<file path="src/rtl/loader_pkg.sv">
// Shared definitions for the data_loader frame sequencer.
// Contents:
//   CTRL_*        ctrl_logic encodings understood by data_loader
//   seq_state_t   frame sequencer FSM states
//   frame_len()   cycles per load frame (sync + dim bytes + elements + tail)
package loader_pkg;

    localparam logic [1:0] CTRL_LOAD_DATA = 2'd0;
    localparam logic [1:0] CTRL_LOAD_DIM  = 2'd1;
    localparam logic [1:0] CTRL_IDLE      = 2'd2;

    typedef enum logic [2:0] {
        ST_IDLE,
        ST_SYNC,
        ST_DIM,
        ST_DATA,
        ST_TAIL
    } seq_state_t;

    function automatic int frame_len(input int dim_bytes, input int mat_size);
        return 2 + dim_bytes + 2 * mat_size;
    endfunction

endpackage

</file>
<file path="src/rtl/loader_frame_sequencer_if.sv">
// Host byte stream plus data_loader drive signals for the frame sequencer.
// Ports (signals):
//   in_data/in_valid/in_ready  host element byte stream (valid/ready)
//   mat_dim                    matrix dimension, sampled at frame start
//   data_send/ctrl_logic       byte and control code to data_loader
//   busy/frame_done            frame in progress / last-cycle pulse
// Modports: master = host/loader side, slave = sequencer.
interface loader_frame_sequencer_if #(
    parameter int DATA_W = 8
);
    logic [DATA_W-1:0] in_data;
    logic              in_valid;
    logic              in_ready;
    logic [DATA_W-1:0] mat_dim;
    logic [DATA_W-1:0] data_send;
    logic [1:0]        ctrl_logic;
    logic              busy;
    logic              frame_done;

    modport master (
        output in_data, in_valid, mat_dim,
        input  in_ready, data_send, ctrl_logic, busy, frame_done
    );

    modport slave (
        input  in_data, in_valid, mat_dim,
        output in_ready, data_send, ctrl_logic, busy, frame_done
    );
endinterface

</file>
<file path="src/rtl/loader_frame_sequencer_byte_fifo.sv">
// Synchronous element-byte FIFO with occupancy count.
// Ports:
//   clk, rst          clock, synchronous active-high reset (flushes FIFO)
//   push, din         write din when push and not full
//   pop, dout         dout is the head; pop advances it when not empty
//   full, empty       occupancy flags
//   count             occupancy, log2(FIFO_DEPTH)+1 bits
module byte_fifo #(
    parameter int DATA_W     = 8,
    parameter int FIFO_DEPTH = 16
) (
    input  logic                          clk,
    input  logic                          rst,
    input  logic                          push,
    input  logic [DATA_W-1:0]             din,
    input  logic                          pop,
    output logic [DATA_W-1:0]             dout,
    output logic                          full,
    output logic                          empty,
    output logic [$clog2(FIFO_DEPTH):0]   count
);
    localparam int PTR_W = $clog2(FIFO_DEPTH);

    logic [DATA_W-1:0] mem [FIFO_DEPTH];
    logic [PTR_W-1:0]  wptr;
    logic [PTR_W-1:0]  rptr;
    logic              do_push;
    logic              do_pop;

    assign full    = (count == (PTR_W+1)'(FIFO_DEPTH));
    assign empty   = (count == '0);
    assign do_push = push && !full;
    assign do_pop  = pop && !empty;
    assign dout    = mem[rptr];

    always_ff @(posedge clk) begin
        if (do_push) begin
            mem[wptr] <= din;
        end
    end

    // Pointers wrap naturally since FIFO_DEPTH is a power of 2.
    always_ff @(posedge clk) begin
        if (rst) begin
            wptr  <= '0;
            rptr  <= '0;
            count <= '0;
        end else begin
            if (do_push) wptr <= wptr + 1'b1;
            if (do_pop)  rptr <= rptr + 1'b1;
            case ({do_push, do_pop})
                2'b10:   count <= count + 1'b1;
                2'b01:   count <= count - 1'b1;
                default: count <= count;
            endcase
        end
    end
endmodule

</file>
<file path="src/rtl/loader_frame_sequencer.sv">
// Frame sequencer in front of data_loader. Buffers host element bytes and
// emits one fixed-length load frame per matrix pair once every element of
// the frame is already buffered, so the data phase never stalls.
// Ports:
//   CLK   clock, rising edge
//   RST   synchronous active-high reset; abandons any frame, flushes FIFO
//   bus   loader_frame_sequencer_if.slave (host stream + data_loader drive)
//
// state   | meaning
// --------+-----------------------------------------------------------
// IDLE    | waiting for a full frame of elements, ctrl=IDLE
// SYNC    | frame cycle 0, ctrl=IDLE, mat_dim captured into dim_q
// DIM     | frame cycles 1..DIM_BYTES, ctrl=LOAD_DIM, data=dim_q
// DATA    | 2*MAT_SIZE cycles, ctrl=LOAD_DATA, data=FIFO head (A then B)
// TAIL    | last frame cycle, ctrl=IDLE, frame_done pulse
module loader_frame_sequencer
    import loader_pkg::*;
#(
    parameter int DATA_W     = 8,
    parameter int MAT_SIZE   = 4,
    parameter int DIM_BYTES  = 4,
    parameter int FIFO_DEPTH = 16
) (
    input  logic                     CLK,
    input  logic                     RST,
    loader_frame_sequencer_if.slave  bus
);
    localparam int FRAME_LEN = frame_len(DIM_BYTES, MAT_SIZE);
    localparam int CYC_W     = $clog2(FRAME_LEN);
    localparam int CNT_W     = $clog2(FIFO_DEPTH) + 1;

    localparam logic [CNT_W-1:0] FRAME_ELEMS = CNT_W'(2 * MAT_SIZE);
    localparam logic [CYC_W-1:0] LAST_DIM    = CYC_W'(DIM_BYTES);
    localparam logic [CYC_W-1:0] LAST_DATA   = CYC_W'(DIM_BYTES + 2 * MAT_SIZE);

    seq_state_t        state;
    logic [CYC_W-1:0]  cyc;
    logic [DATA_W-1:0] dim_q;
    logic [DATA_W-1:0] data_q;
    logic [1:0]        ctrl_q;
    logic              busy_q;
    logic              done_q;

    logic              fifo_full;
    logic              fifo_empty;
    logic [CNT_W-1:0]  fifo_count;
    logic [DATA_W-1:0] fifo_head;
    logic              in_ready;
    logic              push;
    logic              pop;
    logic              frame_ready;

    // No bypass: a full FIFO refuses the byte even if it pops this cycle.
    assign in_ready    = !RST && !fifo_full;
    assign push        = bus.in_valid && in_ready;
    assign frame_ready = (fifo_count >= FRAME_ELEMS);

    // Pop on the edge that loads the head into data_send, i.e. the edge
    // entering each DATA cycle.
    assign pop = ((state == ST_DIM  && cyc == LAST_DIM) ||
                  (state == ST_DATA && cyc != LAST_DATA)) && !fifo_empty;

    byte_fifo #(
        .DATA_W     (DATA_W),
        .FIFO_DEPTH (FIFO_DEPTH)
    ) u_fifo (
        .clk   (CLK),
        .rst   (RST),
        .push  (push),
        .din   (bus.in_data),
        .pop   (pop),
        .dout  (fifo_head),
        .full  (fifo_full),
        .empty (fifo_empty),
        .count (fifo_count)
    );

    always_ff @(posedge CLK) begin
        if (RST) begin
            state  <= ST_IDLE;
            cyc    <= '0;
            dim_q  <= '0;
            ctrl_q <= CTRL_IDLE;
            data_q <= '0;
            busy_q <= 1'b0;
            done_q <= 1'b0;
        end else begin
            done_q <= 1'b0;
            case (state)
                // TAIL shares the start decision so frames can run back to back.
                ST_IDLE, ST_TAIL: begin
                    cyc    <= '0;
                    ctrl_q <= CTRL_IDLE;
                    data_q <= '0;
                    if (frame_ready) begin
                        state  <= ST_SYNC;
                        dim_q  <= bus.mat_dim;
                        busy_q <= 1'b1;
                    end else begin
                        state  <= ST_IDLE;
                        busy_q <= 1'b0;
                    end
                end
                ST_SYNC: begin
                    state  <= ST_DIM;
                    cyc    <= cyc + 1'b1;
                    ctrl_q <= CTRL_LOAD_DIM;
                    data_q <= dim_q;
                end
                ST_DIM: begin
                    cyc <= cyc + 1'b1;
                    if (cyc == LAST_DIM) begin
                        state  <= ST_DATA;
                        ctrl_q <= CTRL_LOAD_DATA;
                        data_q <= fifo_head;
                    end else begin
                        ctrl_q <= CTRL_LOAD_DIM;
                        data_q <= dim_q;
                    end
                end
                ST_DATA: begin
                    cyc <= cyc + 1'b1;
                    if (cyc == LAST_DATA) begin
                        state  <= ST_TAIL;
                        ctrl_q <= CTRL_IDLE;
                        data_q <= '0;
                        done_q <= 1'b1;
                    end else begin
                        ctrl_q <= CTRL_LOAD_DATA;
                        data_q <= fifo_head;
                    end
                end
                default: begin
                    state  <= ST_IDLE;
                    busy_q <= 1'b0;
                end
            endcase
        end
    end

    assign bus.in_ready   = in_ready;
    assign bus.data_send  = data_q;
    assign bus.ctrl_logic = ctrl_q;
    assign bus.busy       = busy_q;
    assign bus.frame_done = done_q;
endmodule

</file>
<file path="src/flat_wrapper.sv">
// flat-port wrapper written by rule: the top's interface ports become plain ports
module loader_frame_sequencer_flat import loader_pkg::*;
#(
    parameter int DATA_W     = 8,
    parameter int MAT_SIZE   = 4,
    parameter int DIM_BYTES  = 4,
    parameter int FIFO_DEPTH = 16
)
  (CLK, RST, bus_in_data, bus_in_valid, bus_mat_dim, bus_in_ready, bus_data_send, bus_ctrl_logic, bus_busy, bus_frame_done);
  loader_frame_sequencer_if #(.DATA_W(DATA_W)) bus_i ();
  input  logic CLK;
  input  logic RST;
  input wire logic [$bits(bus_i.in_data)-1:0] bus_in_data;
  input wire logic [$bits(bus_i.in_valid)-1:0] bus_in_valid;
  input wire logic [$bits(bus_i.mat_dim)-1:0] bus_mat_dim;
  output wire logic [$bits(bus_i.in_ready)-1:0] bus_in_ready;
  output wire logic [$bits(bus_i.data_send)-1:0] bus_data_send;
  output wire logic [$bits(bus_i.ctrl_logic)-1:0] bus_ctrl_logic;
  output wire logic [$bits(bus_i.busy)-1:0] bus_busy;
  output wire logic [$bits(bus_i.frame_done)-1:0] bus_frame_done;
  assign bus_i.in_data = bus_in_data;
  assign bus_i.in_valid = bus_in_valid;
  assign bus_i.mat_dim = bus_mat_dim;
  assign bus_in_ready = bus_i.in_ready;
  assign bus_data_send = bus_i.data_send;
  assign bus_ctrl_logic = bus_i.ctrl_logic;
  assign bus_busy = bus_i.busy;
  assign bus_frame_done = bus_i.frame_done;
  loader_frame_sequencer #(.DATA_W(DATA_W), .MAT_SIZE(MAT_SIZE), .DIM_BYTES(DIM_BYTES), .FIFO_DEPTH(FIFO_DEPTH)) u_core (.CLK(CLK), .RST(RST), .bus(bus_i));
endmodule
</file>
<file path="config.mk">
export PLATFORM = sky130hd
export DESIGN_NAME = loader_frame_sequencer_flat
export DESIGN_NICKNAME = d
export VERILOG_FILES = /design/src/rtl/loader_pkg.sv /design/src/rtl/loader_frame_sequencer_if.sv /design/src/rtl/loader_frame_sequencer_byte_fifo.sv /design/src/rtl/loader_frame_sequencer.sv /design/src/flat_wrapper.sv
export SDC_FILE = /design/constraint.sdc
export NUM_CORES = 1
export LEC_CHECK = 0
export ABC_AREA = 1
export CORE_AREA = 5 5 161 163
export CTS_CLUSTER_SIZE = 8
export DETAILED_ROUTE_END_ITERATION = 16
export DIE_AREA = 0 0 166 168
export PLACE_DENSITY = 0.53
export SYNTH_ARGS = -nofsm -noshare
export SYNTH_HDL_FRONTEND = slang
export SYNTH_SLANG_ARGS = --single-unit
</file>
<file path="constraint.sdc">
create_clock -name CLK -period 3.08 [get_ports CLK]
set_input_delay 0.308 -clock CLK [delete_from_list [all_inputs] [get_ports CLK]]
set_output_delay 0.308 -clock CLK [all_outputs]
set_load 0.1 [all_outputs]
</file>
=== Word level (Yosys, flattened, before mapping) ===
Memories as Yosys holds them, arrays and structs flattened. A register that Yosys moved wholly into a read port is not among the register bits.
Index checks and enable logic that the tools add are counted.

* Flip-flop bits (word level): 40
* Bits in writable memories: 128
* Input port bits: 19
* Output and inout bits: 13
* Word-level logic and storage cells: 70
* Memories kept: 1

{| class="wikitable"
|+ Memory list
! memory !! depth !! width !! read ports !! clocked after memory_dff !! write ports !! RTL line !! source
|-
| u_core.u_fifo.mem || 16 || 8 || 1 || 1 || 1 || loader_frame_sequencer_byte_fifo.sv:24 || <nowiki>logic [DATA_W-1:0] mem [FIFO_DEPTH];</nowiki>
|}

* $add $sub $neg: 5
* $lt $le $gt $ge: 1
* Eq/ne operators: 12
* Muxes and demuxes: 19
* Bitwise logic cells: 1
* Reductions and logical operators: 21

{| class="wikitable"
|+ Operators with widths
! kind !! count
|-
| 8-bit one-hot mux with 4 select lines || 1
|-
| 8-bit two-way mux || 2
|-
| 4-bit by 1-bit adder with 4-bit output (second input constant) || 3
|-
| 3-bit one-hot mux with 4 select lines || 1
|-
| 5-bit one-hot mux with 2 select lines || 1
|-
| 4-bit two-way mux || 2
|-
| 2-bit one-hot mux with 4 select lines || 1
|-
| 4-bit one-hot mux with 2 select lines || 1
|-
| 1-bit logical AND || 7
|-
| 3-bit by 2-bit equality test with 1-bit output (second input constant) || 2
|-
| 1-bit two-way mux || 6
|-
| 3-bit two-way mux || 2
|-
| 5-bit by 1-bit adder with 5-bit output (second input constant) || 1
|-
| 5-bit equality test (second input constant) || 1
|-
| 5-bit by 4-bit greater-or-equal comparator with 1-bit output (second input constant) || 1
|-
| 5-bit zero test || 1
|-
| 5-bit by 1-bit subtractor with 5-bit output (second input constant) || 1
|-
| 4-bit by 3-bit equality test with 1-bit output (second input constant) || 1
|-
| 4-bit equality test (second input constant) || 1
|-
| 2-bit != test (second input constant) || 2
|-
| 4-bit != test (second input constant) || 1
|-
| 2-bit AND reduction || 2
|-
| 2-bit nonzero test || 2
|-
| 4-bit nonzero test || 1
|-
| 12 further kinds || 15
|}

=== Logic depth before layout (Yosys ltp) ===
Gate-level depths: netlist (run 1).

* Word-level depth: 7
* Depth in mapped cells: 18
* Gate-level depth less buffers: 18

=== Cells and area by module ===
Synthesis (run 1) repeated with hierarchy kept, for this count alone.

* Cell total of the unflattened synthesis: 674
* Area, all modules: 7470.9 µm²

{| class="wikitable"
|+ By module, submodules not included
! module !! times used !! cells an instance !! area each (µm²) !! sequential area each (µm²)
|-
| byte_fifo || 1 || 477 || 6117.1 || 4184.0
|-
| loader_frame_sequencer || 1 || 197 || 1353.8 || 540.5
|}

=== Worst setup path after synthesis (run 1) ===
OpenSTA, ideal clock, no wires.

* Path kind: input-to-reg
* From: input port RST
* To: register u_core.u_fifo.count[4]
* Library setup time: 70 ps
* Arrival time: 2221 ps
* Data required time: 3010 ps
* Slack: 789 ps
* Stages on the path: 16
* Buffers on the path: 1
* Cell sequence: buf_4 > inv_1 > nand2_1 > inv_2 > nand2_4 > ha_1 > xor2_1 > ha_1 > inv_1 > nand2_1 > nand3_1 > nand2_1 > nand2_1 > nand2_1 > nand2_1 > a21oi_1

* Cells in the longest elaborated chain, start to end: 6
* Elaborated cells on any way between the ends: 8
* Classes of those cells: 2 x eq/ne; 1 x mux; 5 x reduce/logical

{| class="wikitable"
|+ RTL lines
! what !! RTL line !! source
|-
| from (decl) || flat_wrapper.sv:12 || <nowiki>input logic RST;</nowiki>
|-
| 1-bit zero test * || loader_frame_sequencer.sv:54 || <nowiki>assign in_ready = !RST && !fifo_full;</nowiki>
|-
| 1-bit logical AND * || loader_frame_sequencer.sv:54 ||
|-
| named net bus_in_ready || flat_wrapper.sv:16 || <nowiki>output wire logic [$bits(bus_i.in_ready)-1:0] bus_in_ready;</nowiki>
|-
| 1-bit logical AND * || loader_frame_sequencer.sv:55 || <nowiki>assign push = bus.in_valid && in_ready;</nowiki>
|-
| 1-bit logical AND * || loader_frame_sequencer_byte_fifo.sv:32 || <nowiki>assign do_push = push && !full;</nowiki>
|-
| 2-bit by 1-bit equality test with 1-bit output / 2-bit equality test (equally long branches) || loader_frame_sequencer_byte_fifo.sv:51 || <nowiki>case ({do_push, do_pop})</nowiki>
|-
| 5-bit one-hot mux with 2 select lines / 2-bit nonzero test (equally long branches) || - ||
|-
| to (signal assigned) || loader_frame_sequencer_byte_fifo.sv:52 || <nowiki>2'b10: count <= count + 1'b1;</nowiki>
|-
| to (signal assigned) || loader_frame_sequencer_byte_fifo.sv:53 || <nowiki>2'b01: count <= count - 1'b1;</nowiki>
|-
| to (signal assigned) || loader_frame_sequencer_byte_fifo.sv:54 || <nowiki>default: count <= count;</nowiki>
|-
| to (decl) || loader_frame_sequencer_byte_fifo.sv:20 || <nowiki>output logic [$clog2(FIFO_DEPTH):0] count</nowiki>
|}

Mark *: on every way through the listed nets, which the timed path passes. The rest lies on a longest branch.
A chain may end at the register's enable or synchronous reset.

=== Worst setup path in the final report (run 1) ===
* From: register u_core.cyc[0]
* To: register u_core.u_fifo.count[4]

* Cells in the longest elaborated chain, start to end: 7
* Elaborated cells on any way between the ends: 11
* Classes of those cells: 4 x eq/ne; 1 x mux; 6 x reduce/logical

{| class="wikitable"
|+ RTL lines
! what !! RTL line !! source
|-
| from (decl) || loader_frame_sequencer.sv:37 || <nowiki>logic [CYC_W-1:0] cyc;</nowiki>
|-
| from (signal assigned) || loader_frame_sequencer.sv:106 || <nowiki>cyc <= cyc + 1'b1;</nowiki>
|-
| from (signal assigned) || loader_frame_sequencer.sv:111 || <nowiki>cyc <= cyc + 1'b1;</nowiki>
|-
| from (signal assigned) || loader_frame_sequencer.sv:122 || <nowiki>cyc <= cyc + 1'b1;</nowiki>
|-
| 4-bit by 3-bit equality test with 1-bit output / 4-bit != test (equally long branches) || loader_frame_sequencer.sv:60, loader_frame_sequencer.sv:61 ||
|-
| 1-bit logical AND (on tied branches) || loader_frame_sequencer.sv:60, loader_frame_sequencer.sv:61 ||
|-
| 1-bit logical OR * || loader_frame_sequencer.sv:60 || <nowiki>assign pop = ((state == ST_DIM && cyc == LAST_DIM) ||</nowiki>
|-
| 1-bit logical AND * || loader_frame_sequencer.sv:61 || <nowiki>(state == ST_DATA && cyc != LAST_DATA)) && !fifo_empty;</nowiki>
|-
| 1-bit logical AND * || loader_frame_sequencer_byte_fifo.sv:33 || <nowiki>assign do_pop = pop && !empty;</nowiki>
|-
| named net u_core.u_fifo.do_pop || loader_frame_sequencer_byte_fifo.sv:28 || <nowiki>logic do_pop;</nowiki>
|-
| 2-bit by 1-bit equality test with 1-bit output / 2-bit equality test (equally long branches) || loader_frame_sequencer_byte_fifo.sv:51 ||
|-
| 5-bit one-hot mux with 2 select lines / 2-bit nonzero test (equally long branches) || - ||
|}

Marks and branches as above.

==> results.txt, run 1 <==
- The library cells used most frequently in the layout, excluding fill and tap cells, are 169 x nand2_1, 128 x nand3_1, 128 x edfxtp_1.
- Die X-Extent: roughly 170 µm
* Synthesized Nets: about 710
- The worst setup path is captured at a register.
- Number of instances in the synthesized netlist: between 600 and 700
* Clock transition at path regs: around 0.060 ns
* Area contributors post-synth: edfxtp_1 54%, dfxtp_1 12%, nand3_1 8.9%
* Main flop type after synthesis: edfxtp_1
* Slew Limit Fails: 0
- Maximum fanout count along the critical path: 9
* Count of fill cells added during filler insertion: roughly 2,400
- Count of unique library cells instantiated by Yosys: 33
- Most repeated library cell on the critical path: nand2_1
* Area Growth Syn to Fin: 17.4%
* Netlist Area Pre-Place: between 7000 and 8000 µm²
* Most common cell after layout, fill and taps aside: nand2_1
* Post-synthesis average cell area: 10.6 µm²
- CTS tree: built
* Global-route congestion overflow total: 0
- Worst slew margin relative to its limit: 0.350
- Setup violations remaining at the end of the flow were counted as 0.
- H-tree levels: 4
- Dpl cells: just over 1,000
* Critical path arrival: around 2.8 ns
* Die footprint: between 20,000 and 30,000 µm²
* Number of sinks handled by clock tree synthesis: around 170
- The critical path goes through inv_1 > ha_1 > nand3_1 > nand2_2 > o21ai_4 > nand2_4 > clkinv_4 > ha_1 > xor2_1 > ha_1 > inv_1 > nand2_1 > nand3_1 > nand2_1 > nand2_1 > nand2_1 > nand2_1 > a21oi_1.
- Entering global routing, the biggest net connects 65 pins.
- In this design, the stage delay of the slowest critical-path cell is 0.37 ns.
- Sequential-to-total area share from yosys stat: 0.659
* Vertical die dimension: about 170 µm
* Worst-case clock buffer depth: 2
- Placement Cell Area: 7850 µm²
* Final antenna diode count: 0
- Before CTS, the worst setup slack after placement is about 0.67 ns.
- Share of the clock period used by the worst path: 0.798
- The analysis attributes to cell leakage a power of approximately 3.1 nW.
- In this run the remaining antenna-violating nets after routing total 0.
- Clock tree synthesis inserted a total of 17 buffers.
* Run status: finished, final reports clean
* Core area: around 24,000 µm²
- The tightest min-delay check is of the input pin to register type.
* Synth warn: 0
- Worst Setup Start Kind: register
- Max-cap violations in this run came to 0.
* Number of enable-type register cells in the synthesized netlist: 128
* Initial antenna violation count: 0
* Cell area power density: around 580 nW/µm²
* Wire length of the first global-routing pass: 26.1 mm
- Count of input and output buffers: 31
- Of the post-synthesis cell area, the dominant cell type holds 0.536.
- The worst-case IR drop observed on VDD is between 300 and 400 µV.
- After layout, the minimum clock period comes to between 2 and 2.5 ns.
- Starting Density: 0.296
- For the pin with the worst max-slew slack, the measured transition is a little under 1 ns.
* Overall Global Routing Usage: 0.122
- The critical path in this run is classified as register to register.
- The number of hold buffers added after CTS was 0.
- Biggest area consumer among synthesized cells: edfxtp_1
- Share of layout cells above drive strength 1: 0.0930
- After legalization and detailed placement, the total HPWL measured around 11 mm.
- Adding up every negative setup slack in the final design gives 0 ns.
* Cts repair resizes: 0
- Global placement routability congestion: 0.762
- On the critical path, the stage with the largest delay is an instance of dfxtp_1.
* Final WL: 16.9 mm
* Later-pin clock latency in the skew report: 0.42 ns
- Vias per Instance: 4.51
* Share of async-settable or async-resettable flops after synthesis: 0
* Unrepaired setup endpoints after global routing: false
- Yosys reg bits: 172
- The first detailed-routing pass took 5 iterations.
* Via count: 4,759
- Across the routed clock network, the largest skew measured is around 0.012 ns.
- Wire per inst: 16.0 µm
- 1st-iter DRT viols: between 500 and 600
* Standard-cell row count: between 50 and 60
* Data required time at the worst endpoint: ~3.4 ns
- Clock tree synthesis selected as its root buffer the cell clkbuf_16.
- The number of global-route vias before repair was about 4,500.
* Remaining DRCs: 0
* Count of nets after finishing: roughly 750
* Non-filler cells, final: approximately 1,100
* Setup slack of the critical path after layout: a little over 0.6 ns
- The hold violation count in the final report was 0.
- The finished cells cover about 8400 µm².
* Post-CTS repair timing setup buffer count: 0
- Total I/O pin count: 32
* FMAX: around 0.41 GHz
cell type report:
type / count / area [µm²] / area share
flip-flops and latches: 172 / 4730 / 0.562
multi-input cells: 431 / 2080 / 0.247
repair buffers: 49 / 463 / 0.0550
clock buffers: 20 / 437 / 0.0519
well taps: 324 / 405 / 0.0482
inverters: 47 / 183 / 0.0217
clock inverters: 12 / 121 / 0.0144
cells by family (layout without fill, tap and decap cells):
kind of cell               after synthesis  in the layout  share of synthesized area
and+or+nand+nor                        356            356                      0.215
DFF                                    172            172                      0.659
buffers and inverters                   76            128                     0.0510
AOI/OAI and AO/OA                       56             56                     0.0459
adders and majority gates               11             11                     0.0192
xor gates and xnor gates                 8              8                    0.00978
synthesized netlist by cell type, types with 2 or more instances:
| cell | instances |
|---|---|
| buf_4 | 2 |
| inv_2 | 7 |
| nand2_4 | 2 |
| nand4_1 | 2 |
| ha_1 | 11 |
| o21ai_0 | 17 |
| nor2_1 | 45 |
| nand2_1 | 169 |
| inv_1 | 37 |
| nor2_2 | 2 |
| a21oi_1 | 27 |
| clkbuf_1 | 3 |
| edfxtp_1 | 128 |
| nand2_2 | 5 |
| xor2_1 | 7 |
| a22oi_1 | 8 |
| dfxtp_1 | 44 |
| buf_2 | 16 |
| nand3_1 | 128 |
| buf_6 | 6 |
per-layer routing:
metal / wire, µm / global-route usage / share of wire
met1: 7550 / 0.156 / 0.45
met3: 579 / 0.0263 / 0.034
met5: 0 / 0 / 0
met2: 8410 / 0.202 / 0.50
met4: 343 / 0.0473 / 0.020
power breakdown:
group / switching [W] / internal [W]
Combinational: 0.000203 / 0.0000831
Clock: 0.000855 / 0.00119
Sequential: 0.0000214 / 0.00253
flip-flops by register name (all words and copies together), names as in the netlist, named ones only:
register	flops
u_core.cyc	4
u_core.dim_q	8
u_core.bus.frame_done	1
u_core.bus.busy	1
u_core.u_fifo.wptr	4
u_core.u_fifo.count	5
u_core.u_fifo.mem	128
u_core.u_fifo.rptr	4
u_core.bus.ctrl_logic	2
u_core.state	3
u_core.bus.data_send	8
path summary, 6_finish.rpt:
path	from	to	slack (ns)	cells after the start
min reg2reg	u_core.bus.busy$_SDFFE_PP0N_	u_core.bus.busy$_SDFFE_PP0N_	0.48	2
min	bus_mat_dim[2]	u_core.dim_q[2]$_SDFFE_PP0P_	0.47	3
max reg2reg	u_core.cyc[0]$_SDFFE_PP0P_	u_core.u_fifo.count[4]$_SDFFE_PP0P_	0.62	18
max	u_core.cyc[0]$_SDFFE_PP0P_	u_core.u_fifo.count[4]$_SDFFE_PP0P_	0.62	18
through the flow:
| stage | util | power (W) | hold WS, ns |
|---|---|---|---|
| after floorplan | - | 0.00277 | 0.407 |
| after detailed placement | 0.325 | 0.00289 | 0.474 |
| final | 0.348 | 0.00487 | 0.469 |
| after CTS | 0.348 | 0.00492 | 0.446 |
| after global placement | 0.325 | 0.00288 | 0.469 |
| after global routing | 0.348 | 0.00505 | 0.484 |
critical path: cells and delay by family, from the launching register on:
family | cells | cell delay (ns)
fa+ha+maj | 3 | 0.63
flops | 1 | 0.37
xor+xnor | 1 | 0.22
buf+inv | 3 | 0.20
simple gates | 9 | 0.73
compound gates | 2 | 0.24
Power figures use the tool's default switching activity.
==> run 2: changes to the inputs <==
--- a/config.mk
+++ b/config.mk
@@ -10,7 +10,7 @@
 export CTS_CLUSTER_SIZE = 8
 export DETAILED_ROUTE_END_ITERATION = 16
 export DIE_AREA = 0 0 166 168
-export PLACE_DENSITY = 0.53
+export PLACE_DENSITY = 0.54
 export SYNTH_ARGS = -nofsm -noshare
 export SYNTH_HDL_FRONTEND = slang
 export SYNTH_SLANG_ARGS = --single-unit
==> constraint.sdc (replaced) <==
create_clock -name CLK -period 2.1 [get_ports CLK]
set_input_delay 0.21 -clock CLK [delete_from_list [all_inputs] [get_ports CLK]]
set_output_delay 0.21 -clock CLK [all_outputs]
set_load 0.1 [all_outputs]
==> run 2 against run 1 <==
Effect of this change: sequential power is 46% higher; clock power up 53%; cell count grew 2.7%; critical path depth shrank 1; global-route usage is 0.39 points higher; clock skew barely moved; worst setup slack worse by 0.54 ns; hold slack got worse by 0.10 ns; design area is 3.7% higher.
==> results.txt, run 2 (synthesis results as in run 1) <==
- The number of remaining DRC errors was 0 (unchanged).
- Worst Setup Start Kind: register (unchanged)
- The total inserted antenna cells is 0 (unchanged).
- Unrepaired setup endpoints after global routing: true (was false)
- Number of buffers created by CTS: 17 (unchanged)
- The total power density per cell area came to 840 nW/µm² (was 579 nW/µm²).
* Share of layout cells above drive strength 1: 0.171 (was 0.0930)
- The clock period minus final worst setup slack came to 2.02 ns (was 2.46 ns).
* Wire length the detailed router placed on met1: 7.79 mm (was 7.55 mm)
- Number of endpoints failing setup at the final stage: 0 (unchanged)
* Most frequent cells in the layout: 167 x nand2_1, 128 x edfxtp_1, 126 x nand3_1 (was 169 x nand2_1, 128 x nand3_1, 128 x edfxtp_1)
* Maximum fanout count along the critical path: 3 (was 9)
- Uppermost layer routed: met4 (unchanged)
- The setup clock skew after layout came to 0.0115 ns (was 0.0117 ns).
- CTS tree: built (unchanged)
- Number of sinks handled by clock tree synthesis: 172 (unchanged)
* Wire per inst: 15.9 µm (was 16.0 µm)
- The global-route wire length before repair is 27.2 mm (was 26.1 mm).
- Worst slew margin relative to its limit: 0.370 (was 0.350)
* Core area: 24,200 µm² (unchanged)
- The total met3 wirelength after detailed routing was 701 µm (was 579 µm).
- The type of element capturing the critical path is a register (unchanged).
- Count of nets after finishing: 777 (was 748)
- The met2 routed wirelength was 8.14 mm (was 8.41 mm).
* 1st-iter DRT viols: 360 (was 507)
- Worst-case clock buffer depth: 2 (unchanged)
- The most common cell after layout, fill and taps aside is nand2_1 (unchanged).
- The iteration count of the initial detailed-routing pass is 5 (unchanged).
- Global placement routability congestion: 0.775 (was 0.762)
* Register area: 4730 µm² (about the same)
- Die X-Extent: 166 µm (unchanged)
* Dpl hpwl: 10.7 mm (about the same)
- Via count of the first global-routing pass: 4,849 (was 4,489)
* Remaining antenna violation count after routing: 0 (unchanged)
* CTS Hold Buffers Added: 0 (unchanged)
- Via count: 4,919 (was 4,759)
- The number of buffer cells added on primary ports was 31 (unchanged).
- Number of flip-flops under the largest register name: 128 (unchanged)
* Slew Limit Fails: 0 (unchanged)
- The total global-route track usage was 0.126 (was 0.122).
* FMAX: 0.495 GHz (was 0.407 GHz)
* Critical path arrival: 2.38 ns (was 2.81 ns)
- The post-detailed-route via-to-cell ratio came to 4.54 (was 4.51).
- The share of the core filled with cells is 0.361 (was 0.348).
- Run status: finished, final reports clean (unchanged).
* Clock transition at path regs: 0.07 ns (was 0.06 ns)
- Starting Density: 0.296 (unchanged)
* Critical path class: register to register (unchanged)
- The height of the die is 168 µm (unchanged).
* Area Growth Syn to Fin: 21.7% (was 17.4%)
- The final period utilization was 0.962 (was 0.798).
- The overall power consumption was 0.00733 W (was 0.00487 W).
- The max-capacitance violation count was 0 (unchanged).
* Area occupied by multi-input gates: 2140 µm² (was 2080 µm²)
- The number of antenna violations at the first check in global routing is 0 (unchanged).
- The maximum number of pins on one net before global-route repair was 65 (unchanged).
- The largest register by flop count is u_core.u_fifo.mem (unchanged).
- Clock tree root buffer cell: clkbuf_16 (unchanged)
* Total I/O pin count: 32 (unchanged)
- The final wirelength was 17.2 mm (was 16.9 mm).
- The type of the most critical hold path is input pin to register (unchanged).
- The depth of the CTS H-tree was 4 (unchanged).
* Count of fill cells added during filler insertion: 2,362 (was 2,402)
- Standard-cell row count: 57 (unchanged)
- LEAKAGE: 3.28 nW (was 3.10 nW)
- Peak supply drop: 637 µV (was 349 µV)
* Pin slew with the least headroom to its limit: 0.942 ns (was 0.972 ns)
- Hold Vio Cnt, Final: 0 (unchanged)
- Later-pin clock latency in the skew report: 0.43 ns (was 0.42 ns)
- The data required time of the critical path was 2.46 ns (was 3.43 ns).
* Die footprint: 27,900 µm² (unchanged)
- The global-route congestion overflow total was 0 (unchanged).
## run 2: routing by layer
layer / global-route usage / vias to the layer above
li1: - / 2454
met1: 0.162 / 2319
met2: 0.205 / 117
met3: 0.0253 / 29
met4: 0.0567 / 0
met5: 0 / -
## run 2: final timing paths
path,slack (ns),from,cells past startpoint,endpoint
worst min register to register,0.47,u_core.bus.busy$_SDFFE_PP0N_,2,u_core.bus.busy$_SDFFE_PP0N_
worst max-delay path,0.08,u_core.state[1]$_SDFFE_PP0P_,17,u_core.u_fifo.count[4]$_SDFFE_PP0P_
worst min-delay path,0.37,bus_mat_dim[0],3,u_core.dim_q[0]$_SDFFE_PP0P_
worst max register to register,0.08,u_core.state[1]$_SDFFE_PP0P_,17,u_core.u_fifo.count[4]$_SDFFE_PP0P_
## run 2: worst max-delay path: stages (launching register included)
cell and delay (ns):
dfxtp_1 0.37, nand2_2 0.10, clkinv_2 0.06, nand2_2 0.06, o21ai_4 0.19, nand2_4 0.07
clkinv_4 0.06, ha_4 0.17, xor2_2 0.16, ha_2 0.19, inv_2 0.04, nand2_2 0.07
nand3_2 0.08, nand2_1 0.08, nand2_1 0.04, nand2_1 0.05, nand2_1 0.04, a21oi_1 0.12
## run 2: stage by stage
stage | worst slack [ns] | cells | hold slack [ns] | cell area, µm² | TNS [ns]
floorplan | 0.00446 | 679 | 0.309 | 7190 | 0
global placement | 0.0261 | 1048 | 0.469 | 8050 | 0
detailed placement | 0.0125 | 1048 | 0.464 | 8050 | 0
CTS | 0.0121 | 1081 | 0.350 | 8670 | 0
global route | -0.0857 | 1084 | 0.383 | 8720 | -0.165
finish | 0.0790 | 1084 | 0.366 | 8720 | 0
## run 2: area by class of cell
class,count,share of cell area
sequential,172,0.542
multi-input combinational,431,0.246
timing repair buffer,78,0.0766
clock buffer,18,0.0492
tap,324,0.0465
inverter,47,0.0212
clock inverter,14,0.0188
## run 2: timing repair
item,in CTS,in global routing
setup endpoints to repair,1,3
pin swaps,4,12
setup buffers,1,3
resized for setup,5,11
## run 2: power breakdown
group          switching, W  internal (W)  total, W  leakage (nW)
combinational      0.000314      0.000154  0.000468          1.48
sequential        0.0000286       0.00370   0.00373          1.51
clock               0.00135       0.00178   0.00313         0.282
total               0.00169       0.00563   0.00733          3.28
==> run 3: changes to the inputs <==
--- a/config.mk
+++ b/config.mk
@@ -6,11 +6,11 @@
 export NUM_CORES = 1
 export LEC_CHECK = 0
 export ABC_AREA = 1
-export CORE_AREA = 5 5 161 163
+export CORE_AREA = 5 5 206 128
 export CTS_CLUSTER_SIZE = 8
 export DETAILED_ROUTE_END_ITERATION = 16
-export DIE_AREA = 0 0 166 168
-export PLACE_DENSITY = 0.54
+export DIE_AREA = 0 0 211 133
+export PLACE_DENSITY = 0.55
 export SYNTH_ARGS = -nofsm -noshare
 export SYNTH_HDL_FRONTEND = slang
 export SYNTH_SLANG_ARGS = --single-unit
==> run 3 against run 2 <==
Effect of this change: hold slack got worse by 0.0023 ns; sequential power about the same; sequential cell count did not move; non-clock buffer count up 4; die area increased by 0.63%; design area is 1.0% higher.
==> results.txt, run 3 (synthesis results as in run 1) <==
- Run status: finished, final reports clean (unchanged)
- Most frequent cells in the layout: 166 x nand2_1, 128 x edfxtp_1, 125 x nand3_1 (was 167 x nand2_1, 128 x edfxtp_1, 126 x nand3_1).
- The number of nets in the finished design is 781 (was 777).
- Worst-case clock buffer depth: 2 (unchanged)
* Data required time at the worst endpoint: 2.47 ns (was 2.46 ns)
* Unrepaired setup endpoints after global routing: true (unchanged)
* Most repeated library cell on the critical path: nand2_1 (unchanged)
* Later-pin clock latency in the skew report: 0.43 ns (about the same)
- Clk_skew: 0.00849 ns (was 0.0115 ns)
* 1st-iter DRT viols: 457 (was 360)
- The number of buffer cells added on primary ports came to 31 (unchanged).
- The sink count of the clock tree was 172 (unchanged).
- Final antenna diode count: 0 (unchanged)
* Via count of the first global-routing pass: 4,767 (was 4,849)
- Vias per Instance: 4.55 (was 4.54)
- Type of element capturing the critical path: register (unchanged)
- Wire length of the first global-routing pass: 27.5 mm (was 27.2 mm)
- The area occupied by registers is 4730 µm² (about the same).
- The max-capacitance violation count was 0 (unchanged).
- Share of layout cells above drive strength 1: 0.185 (was 0.171)
* Number of endpoints failing setup at the final stage: 0 (unchanged)
* Overall Global Routing Usage: 0.128 (was 0.126)
* Global-route congestion overflow total: 0 (unchanged)
- The global-route layer with the greatest usage is met1 (was met2).
- The routed length per instance is 16.1 µm (was 15.9 µm).
* Area occupied by multi-input gates: 2190 µm² (was 2140 µm²)
- Max stage delay on crit path: 0.32 ns (was 0.37 ns)
* Remaining DRCs: 0 (unchanged)
- Hold Vio Cnt, Final: 0 (unchanged)
- The sum of negative setup slack came to 0 ns (unchanged).
- CTS tree: built (unchanged)
- The number of flip-flops under the largest register name was 128 (unchanged).
- Core utilization of the finished layout: 0.359 (was 0.361)
* Critical path arrival: 2.40 ns (was 2.38 ns)
- Global-route track usage on met2: 0.162 (was 0.205)
- Die footprint: 28,100 µm² (was 27,900 µm²)
- Clock transition at path regs: 0.07 ns (about the same)
- The final wirelength came to 17.6 mm (was 17.2 mm).
- Worst Setup Start Kind: register (unchanged)
- The headroom to the max-slew limit was 0.570 (was 0.370).
- The depth of the CTS H-tree came to 4 (unchanged).
- FMAX: 0.492 GHz (was 0.495 GHz)
- The worst-path cell with the longest stage delay is dfxtp_2 (was dfxtp_1).
- The iteration count of the initial detailed-routing pass was 5 (unchanged).
- The height of the die was 133 µm (was 168 µm).
- The largest register by flop count is u_core.u_fifo.mem (unchanged).
- Cell chain of the critical path: inv_2 > ha_4 > nand3_2 > nand2_2 > o21ai_4 > nand2_4 > clkinv_4 > ha_4 > xor2_2 > ha_2 > inv_2 > nand2_2 > nand3_2 > nand2_1 > nand2_1 > nand2_1 > nand2_1 > a21oi_2 (was nand2_2 > clkinv_2 > nand2_2 > o21ai_4 > nand2_4 > clkinv_4 > ha_4 > xor2_2 > ha_2 > inv_2 > nand2_2 > nand3_2 > nand2_1 > nand2_1 > nand2_1 > nand2_1 > a21oi_1).
- The type of the worst setup path is register to register (unchanged).
- Met3 track demand over resource in global routing: 0.0325 (was 0.0253)
* Standard-cell row count: 45 (was 57)
- The number of I/O pins is 32 (unchanged).
- The count of vias placed by the detailed router came to 4,977 (was 4,919).
- The met1 layer usage reported by global route was 0.209 (was 0.162).
- The maximum fanout encountered on the critical timing path came to 3 (unchanged).
- The slew of the pin with the lowest slew margin was 0.643 ns (was 0.942 ns).
* Pin count of the biggest net entering global routing: 65 (unchanged)
- Final Critical Period: 2.03 ns (was 2.02 ns)
- Global placement routability congestion: 0.871 (was 0.775)
- The static leakage power is 3.33 nW (was 3.28 nW).
* Worst hold-check path type: input pin to register (unchanged)
- The final period utilization was 0.968 (was 0.962).
- Most common cell after layout, fill and taps aside: nand2_1 (unchanged)
- The estimated wirelength of the detail-placed design is 11.7 mm (was 10.7 mm).
* Slew Limit Fails: 0 (unchanged)
- The TritonCTS buffer count is 17 (unchanged).
- The number of antenna violations at the first check in global routing came to 0 (unchanged).
- The synthesis-to-finish area growth was 23.0% (was 21.7%).
- The total power density per cell area is 831 nW/µm² (was 840 nW/µm²).
* Die X-Extent: 211 µm (was 166 µm)
- The starting utilization of the core area is 0.292 (was 0.296).
- Register-to-register path setup slack: 0.07 ns (was 0.08 ns)
- The maximum resistive drop on vdd came to 520 µV (was 637 µV).
- The cell chosen for the clock root was clkbuf_16 (unchanged).
- The number of fillers in the final layout was 2,426 (was 2,362).
- Core area: 24,500 µm² (was 24,200 µm²)
- Remaining antenna violation count after routing: 0 (unchanged)
[run 3: critical path, delay by kind of cell (launching register included)]
family / cells / cell delay [ns]
fa+ha+maj: 3 / 0.52
flops: 1 / 0.32
simple gates: 9 / 0.63
buf+inv: 3 / 0.17
xor+xnor: 1 / 0.15
compound gates: 2 / 0.18
[run 3: metal layers]
layer / part of all wire / vias up
met5: 0 / -
met4: 0.011 / 0
met3: 0.068 / 20
met2: 0.38 / 129
met1: 0.54 / 2363
li1: - / 2465
[run 3: power by group]
part           internal (W)  total (W)  leakage (nW)  switching (W)
combinational      0.000156   0.000465          1.51       0.000309
clock               0.00180    0.00312         0.303        0.00132
sequential          0.00370    0.00373          1.51      0.0000311
[run 3: worst paths after layout]
kind | start | to | cells past startpoint
worst max-delay path | u_core.cyc[1]$_SDFFE_PP0P_ | u_core.u_fifo.count[4]$_SDFFE_PP0P_ | 18
worst min-delay path | bus_mat_dim[4] | u_core.dim_q[4]$_SDFFE_PP0P_ | 3
worst max register to register | u_core.cyc[1]$_SDFFE_PP0P_ | u_core.u_fifo.count[4]$_SDFFE_PP0P_ | 18
worst min register to register | u_core.bus.busy$_SDFFE_PP0N_ | u_core.bus.busy$_SDFFE_PP0N_ | 2
[run 3: cell type report]
| cell class | count | share of cell area |
|---|---|---|
| sequential | 172 | 0.537 |
| multi-input combinational | 431 | 0.248 |
| timing repair buffer | 82 | 0.0792 |
| clock buffer | 22 | 0.0599 |
| tap | 329 | 0.0467 |
| inverter | 47 | 0.0210 |
| clock inverter | 10 | 0.00809 |
[run 3: per-stage QoR]
stage / worst slack [ns] / power, W / instances / hold WS [ns] / area (µm²)
after floorplan: 0.00446 / 0.00406 / 679 / 0.309 / 7190
after global placement: -0.00357 / 0.00424 / 1053 / 0.456 / 8060
after detailed placement: -0.0252 / 0.00424 / 1053 / 0.457 / 8060
after CTS: 0.0160 / 0.00737 / 1087 / 0.339 / 8680
after global routing: -0.0942 / 0.00761 / 1093 / 0.372 / 8810
final: 0.0666 / 0.00732 / 1093 / 0.364 / 8810
[run 3: repair_timing]
item / 4_1_cts / 5_1_grt
endpoints found under the hold margin: 0 / 0
pin swaps: 6 / 12
resized for setup: 5 / 19
hold buffers: 0 / 0
endpoints found under the setup margin: 2 / 4
buffers inserted: 2 / 6
